## src/rtl/request_encoder_if.sv

```systemverilog
// Handshake bundle between a request-vector producer and the request encoder.
// The slave modport is the encoder's view; master is the producer/consumer side.
interface request_encoder_if;
  logic        load_valid;
  logic [15:0] load_vector;
  logic        load_ready;
  logic [3:0]  out_address;
  logic        out_valid;
  logic        out_ready;
  logic [4:0]  pending_count;
  logic        done;

  modport slave (
    input  load_valid,
    input  load_vector,
    input  out_ready,
    output load_ready,
    output out_address,
    output out_valid,
    output pending_count,
    output done
  );

  modport master (
    output load_valid,
    output load_vector,
    output out_ready,
    input  load_ready,
    input  out_address,
    input  out_valid,
    input  pending_count,
    input  done
  );
endinterface

```

## src/rtl/request_encoder.sv

```systemverilog
// Drains a 16-line request vector one address per handshake in fixed priority order,
// reporting the remaining popcount and pulsing done once the vector is empty.
module request_encoder #(
  parameter bit LSB_FIRST = 1'b1
) (
  input  logic              clock,
  input  logic              reset,
  request_encoder_if.slave  bus
);

  typedef enum logic {
    IDLE = 1'b0,
    EMIT = 1'b1
  } state_t;

  state_t      state_q, state_d;
  logic [15:0] pending_q, pending_d;
  logic        done_q, done_d;
  logic [3:0]  selAddr;
  logic [4:0]  popCount;

  // Priority pick: the last match in scan order wins, so scan away from the favoured end.
  always_comb begin
    selAddr = 4'd0;
    if (LSB_FIRST) begin
      for (int i = 15; i >= 0; i--) begin
        if (pending_q[i]) selAddr = 4'(i);
      end
    end else begin
      for (int i = 0; i < 16; i++) begin
        if (pending_q[i]) selAddr = 4'(i);
      end
    end
  end

  always_comb begin
    popCount = 5'd0;
    for (int i = 0; i < 16; i++) begin
      popCount = popCount + 5'(pending_q[i]);
    end
  end

  always_comb begin
    state_d   = state_q;
    pending_d = pending_q;
    done_d    = 1'b0;
    case (state_q)
      IDLE: begin
        if (bus.load_valid) begin
          if (bus.load_vector != 16'h0000) begin
            pending_d = bus.load_vector;
            state_d   = EMIT;
          end else begin
            done_d = 1'b1;
          end
        end
      end
      EMIT: begin
        if (bus.out_ready) begin
          pending_d = pending_q & ~(16'h0001 << selAddr);
          if (pending_d == 16'h0000) begin
            state_d = IDLE;
            done_d  = 1'b1;
          end
        end
      end
      default: begin
        state_d   = IDLE;
        pending_d = 16'h0000;
      end
    endcase
  end

  // Reset discards any partially drained vector without signalling completion.
  always_ff @(posedge clock or negedge reset) begin
    if (!reset) begin
      state_q   <= IDLE;
      pending_q <= 16'h0000;
      done_q    <= 1'b0;
    end else begin
      state_q   <= state_d;
      pending_q <= pending_d;
      done_q    <= done_d;
    end
  end

  assign bus.load_ready    = (state_q == IDLE);
  assign bus.out_valid     = (state_q == EMIT);
  assign bus.out_address   = (state_q == EMIT) ? selAddr : 4'd0;
  assign bus.pending_count = popCount;
  assign bus.done          = done_q;

endmodule

```

## src/flat_wrapper.sv

```systemverilog
// flat-port wrapper written by rule: the top's interface ports become plain ports
module request_encoder_flat 
#(
  parameter bit LSB_FIRST = 1'b1
)
  (clock, reset, bus_load_valid, bus_load_vector, bus_out_ready, bus_load_ready, bus_out_address, bus_out_valid, bus_pending_count, bus_done);
  request_encoder_if bus_i ();
  input  logic clock;
  input  logic reset;
  input wire logic [$bits(bus_i.load_valid)-1:0] bus_load_valid;
  input wire logic [$bits(bus_i.load_vector)-1:0] bus_load_vector;
  input wire logic [$bits(bus_i.out_ready)-1:0] bus_out_ready;
  output wire logic [$bits(bus_i.load_ready)-1:0] bus_load_ready;
  output wire logic [$bits(bus_i.out_address)-1:0] bus_out_address;
  output wire logic [$bits(bus_i.out_valid)-1:0] bus_out_valid;
  output wire logic [$bits(bus_i.pending_count)-1:0] bus_pending_count;
  output wire logic [$bits(bus_i.done)-1:0] bus_done;
  assign bus_i.load_valid = bus_load_valid;
  assign bus_i.load_vector = bus_load_vector;
  assign bus_i.out_ready = bus_out_ready;
  assign bus_load_ready = bus_i.load_ready;
  assign bus_out_address = bus_i.out_address;
  assign bus_out_valid = bus_i.out_valid;
  assign bus_pending_count = bus_i.pending_count;
  assign bus_done = bus_i.done;
  request_encoder #(.LSB_FIRST(LSB_FIRST)) u_core (.clock(clock), .reset(reset), .bus(bus_i));
endmodule
```

## config.mk

```make
export PLATFORM = sky130hd
export DESIGN_NAME = request_encoder_flat
export DESIGN_NICKNAME = d
export VERILOG_FILES = /design/src/rtl/request_encoder_if.sv /design/src/rtl/request_encoder.sv /design/src/flat_wrapper.sv
export SDC_FILE = /design/constraint.sdc
export NUM_CORES = 1
export LEC_CHECK = 0
export CAP_MARGIN = 10
export CORE_MARGIN = 4
export CORE_UTILIZATION = 35
export CTS_BUF_LIST = sky130_fd_sc_hd__clkbuf_16
export DETAILED_ROUTE_END_ITERATION = 12
export DONT_BUFFER_PORTS = 1
export PLACE_DENSITY = 0.52
export SYNTH_ARGS = -nofsm -noshare
export SYNTH_HDL_FRONTEND = slang
export SYNTH_SLANG_ARGS = --single-unit
```

## constraint.sdc

```tcl
create_clock -name clock -period 10.9 [get_ports clock]
set_input_delay 2.18 -clock clock [delete_from_list [all_inputs] [get_ports clock]]
set_output_delay 2.18 -clock clock [all_outputs]
set_load 0.005 [all_outputs]
```

**Word level (Yosys, flattened, before mapping)**

Index checks and enable logic that the tools add are counted.

- Flip-flop bits (word level): 18
- Output and inout port bits: 12
- Word-level logic and storage cells: 59

- Add/subtract/negate cells: 15
- Equality and inequality tests: 3
- Shift operators: 1
- Mux-type cells: 31
- Bitwise operators: 3
- Reductions and logical operators: 3

Operator list:

| operator | number |
|---|---|
| adder 5 x 1 -> 5 bit | 14 |
| two-way mux 4 bit | 17 |
| two-way mux 16 bit | 3 |
| one-hot mux 16 bit (2 select lines) | 1 |
| AND 16 bit | 1 |
| logical NOT 16 bit | 1 |
| NOT 16 bit | 1 |
| nonzero test 16 bit | 1 |
| left shift 1 x 4 -> 16 bit (first input constant) | 1 |
| two-way mux 1 bit | 8 |
| inequality test 2 bit (second input constant) | 2 |
| one-hot mux 1 bit (2 select lines) | 2 |
| AND reduction 3 bit | 1 |
| adder 1 x 1 -> 2 bit | 1 |
| inequality test 2 x 1 -> 1 bit (second input constant) | 1 |
| NOT 1 bit | 1 |

**Longest topological paths before layout**

- Depth in word-level cells: 23
- Depth in mapped cells: 13
- Depth with buffers taken out: 13

**Least setup slack after synthesis**

No wires, ideal clock.

- Path kind: reg2out
- Start: register u_core.pending_q[1]
- End: output bus_pending_count[4]
- Arrival: 3.661 ns
- Path slack: 5.059 ns
- Cell stages (with the launch flop): 12
- Cells stage by stage: dfrtp_1 ha_1 inv_1 fa_1 fa_1 fa_1 fa_1 inv_1 fa_1 fa_1 a21oi_1 nor2b_1

- Cells in the longest elaborated chain, start to end: 15

Ends and longest elaborated chain:

| what | line | text |
|---|---|---|
| start: declaration | request_encoder.sv:17 | `logic [15:0] pending_q, pending_d;` |
| start signal: assignment | request_encoder.sv:82 | `pending_q <= pending_d;` |
| adder 1 x 1 -> 2 bit | request_encoder.sv:39 | `popCount = popCount + 5'(pending_q[i]);` |
| adder 5 x 1 -> 5 bit (14 in series) | request_encoder.sv:39 |  |
| end: declaration | flat_wrapper.sv:16 | `output wire logic [$bits(bus_i.pending_count)-1:0] bus_pending_count;` |

No other way between the ends.

**Worst setup path after layout**

- Start: register u_core.pending_q[0]
- End: output bus_pending_count[4]

Same word-level chain as after synthesis.

==> summary.txt <==
Drt
  • DRC viols: 0
  • Initial DRC Count: 133
  • Final ANT Viol Nets: 0
  • Via count: 1482
  • Via density: 5.81
  • DR WL/cell: 17.9 um
  • Pre-Repair DR Iteration Count: 4
  • WL final: 4570 um

Synthesis
  • Async SR Flop Fraction: 1.00
  • Synthesized area per cell: 9.01 sq um
  • #FFs+latches synth: 18
  • Top post-synthesis cells by area: dfrtp_1, fa_1, inv_1, nor2_1, ha_1
  • Dominant synthesized flop cell: dfrtp_1
  • Share of the synthesized area in the top cell type: 0.262
  • Post-Syn Area: 1720 sq um
  • Number of distinct library cells after synthesis: 54
  • Synthesized instance count: 191
  • EDFF count, synth: 0
  • Seq/Total Area, Yosys: 0.262
  • Syn. warnings: 0
  • Largest area contributor in the netlist: dfrtp_1
  • Syn nets: 226

Worst setup path
  • CP Data Required Time: 8720 ps
  • FF-to-FF End: u_core.bus.out_valid$_DFF_PN0_
  • Worst reg2reg path depth: 7
  • Worst-path cell chain: ha_1 > inv_1 > fa_1 > fa_1 > fa_1 > fa_1 > inv_1 > fa_1 > fa_1 > a21oi_1 > nor2b_1
  • R2r setup slk: 7790 ps
  • Crit path launch type: flip-flop
  • CP max stage delay: 550 ps
  • CP arrival: 4100 ps
  • Worst path most repeated cell: fa_1
  • Worst-path maximum fanout: 9
  • Crit Path Category: reg2out
  • Slowest-stage cell, CP: fa_1
  • CP endpoint kind: output port
  • Crit Reg-Reg Startpoint: u_core.pending_q[3]$_DFFE_PN0P_

Finish
  • Share of cells above drive strength 1: 0.101
  • Area delta synth->final: 5.45%
  • Commonest non-fill, non-tap cell in the layout: inv_1
  • Antenna Cells: 0
  • Commonest non-fill, non-tap cells in the layout: inv_1, nor2_1, dfrtp_1
  • Fillers: 495
  • Final Net Count: 224

Min path
  • Hold Path Cell Cnt: 2
  • Endpoint of the worst hold path: u_core.pending_q[10]$_DFFE_PN0P_
  • Hold Path Class: reg2reg
  • Hold Startpoint: u_core.pending_q[10]$_DFFE_PN0P_

Global route
  • Total GRT Usage: 0.162
  • Initial antenna violation count: 0
  • Congestion Overflow GR: 0
  • Largest net degree at the start of global routing: 20
  • Vias in the first global route: 1580
  • First-pass GRT wire length: 7810 um

Clock network
  • Clock sink total: 18
  • Maximum clock insertion buffer count: 2
  • H-tree depth: 1
  • Worst-path clk slew: 50 ps
  • CTS Hold Bufs: 0
  • CTS Buf Count: 3
  • Clock Tree Root: clkbuf_16
  • Post-CTS Setup Repair Bufs: 0
  • Clock latency on the worst-skew pair: 250 ps
  • CTS resizes: 0
  • CTS tree: yes

Run status
  • Status: finished, final reports clean

Die
  • Chip Width: 78.1 um
  • Core area: 4750 sq um
  • Top Ports: 32
  • Num rows: 25
  • Die H: 78.1 um
  • Die area: 6100 sq um
  • Initial core utilization: 0.362

Timing
  • Fin crit share: 0.576
  • Fin Hold WS: 631 ps
  • RSZ-0062 raised after global routing: false
  • Final Hold Viols: 0
  • Setup Viol. Count Final: 0
  • Final Max Slew Viols: 0
  • Total negative slack: 0 ps
  • Max-slew headroom: 0.284
  • Clock skew: 4.99 ps
  • Crit path time final: 6280 ps
  • Worst Max-Slew Pin Slew: 1070 ps
  • Fmax: 0.159 GHz

Run
  • MaxCap Viol Count: 0

Place
  • DPL Wire Length: 3570 um
  • Placer congestion estimate: 0.917
  • Port Buf Inserts: 0
per-stage QoR:
stage	setup slack (ps)	instance area (sq um)	util	std cells
5_1_grt	4480	1810	0.382	255
6_report	4620	1810	0.382	255
4_1_cts	4600	1810	0.380	254
3_3_place_gp	4940	1730	0.363	250
2_1_floorplan	5060	1720	-	191
3_5_place_dp	4870	1730	0.363	250
logic make-up after synthesis:
kind of cell | after synthesis | share of synthesized area
and+or+nand+nor | 69 | 0.214
buffers and inverters | 29 | 0.0902
DFF | 18 | 0.262
xor gates and xnor gates | 2 | 0.0102
adders and majority gates | 18 | 0.171
AOI/OAI and AO/OA | 55 | 0.253
registers in the layout, indices dropped and copies added, names as in the netlist:
name,cells
u_core.bus.out_valid,1
u_core.pending_q,16
u_core.bus.done,1
worst max path at each step:
stage                                    start                    to  slack [ps]  depth (start not counted)
5_1_grt        u_core.pending_q[0]$_DFFE_PN0P_  bus_pending_count[4]        4480                         11
2_1_floorplan  u_core.pending_q[1]$_DFFE_PN0P_  bus_pending_count[4]        5060                         11
3_3_place_gp   u_core.pending_q[0]$_DFFE_PN0P_  bus_pending_count[4]        4940                         11
6_report       u_core.pending_q[0]$_DFFE_PN0P_  bus_pending_count[4]        4620                         11
3_5_place_dp   u_core.pending_q[0]$_DFFE_PN0P_  bus_pending_count[4]        4870                         11
4_1_cts        u_core.pending_q[0]$_DFFE_PN0P_  bus_pending_count[4]        4600                         11
synthesized netlist by cell type, drive strengths merged, types with 3 or more instances:
library cell	number
inv	21
nor2	19
dfrtp	18
nand2	17
fa	10
o21ai	10
a21oi	9
nor4	7
nor3	6
a22o	5
buf	5
ha	5
nand2b	5
a21o	4
o21a	4
o21bai	4
a2111oi	3
clkbuf	3
maj3	3
critical path: cells and delay by family, from the launching register on:
| family | cells | cell delay, ps |
|---|---|---|
| and+or+nand+nor | 1 | 70 |
| adders and majority gates | 7 | 3070 |
| AOI/OAI and AO/OA | 1 | 160 |
| buffers and inverters | 2 | 90 |
| DFF | 1 | 460 |
per-layer routing:
metal	global-route usage	vias up	wire (um)
li1	-	683	-
met1	0.212	713	1940
met2	0.266	71	2160
met3	0.0287	15	376
met4	0.0629	0	95
met5	0	-	0
final cells by class:
cell class / count / area (sq um) / area share
clock buffers: 3 / 75.1 / 0.0414
repair buffers: 1 / 7.51 / 0.00414
clock inverters: 1 / 3.75 / 0.00207
inverters: 21 / 78.8 / 0.0434
multi-input cells: 144 / 1110 / 0.614
flip-flops and latches: 18 / 450 / 0.248
well taps: 67 / 83.8 / 0.0462
Power is left out: the tool's default activity adds up to more than one toggle a clock period on the data nets, which glitch-free logic cannot reach.
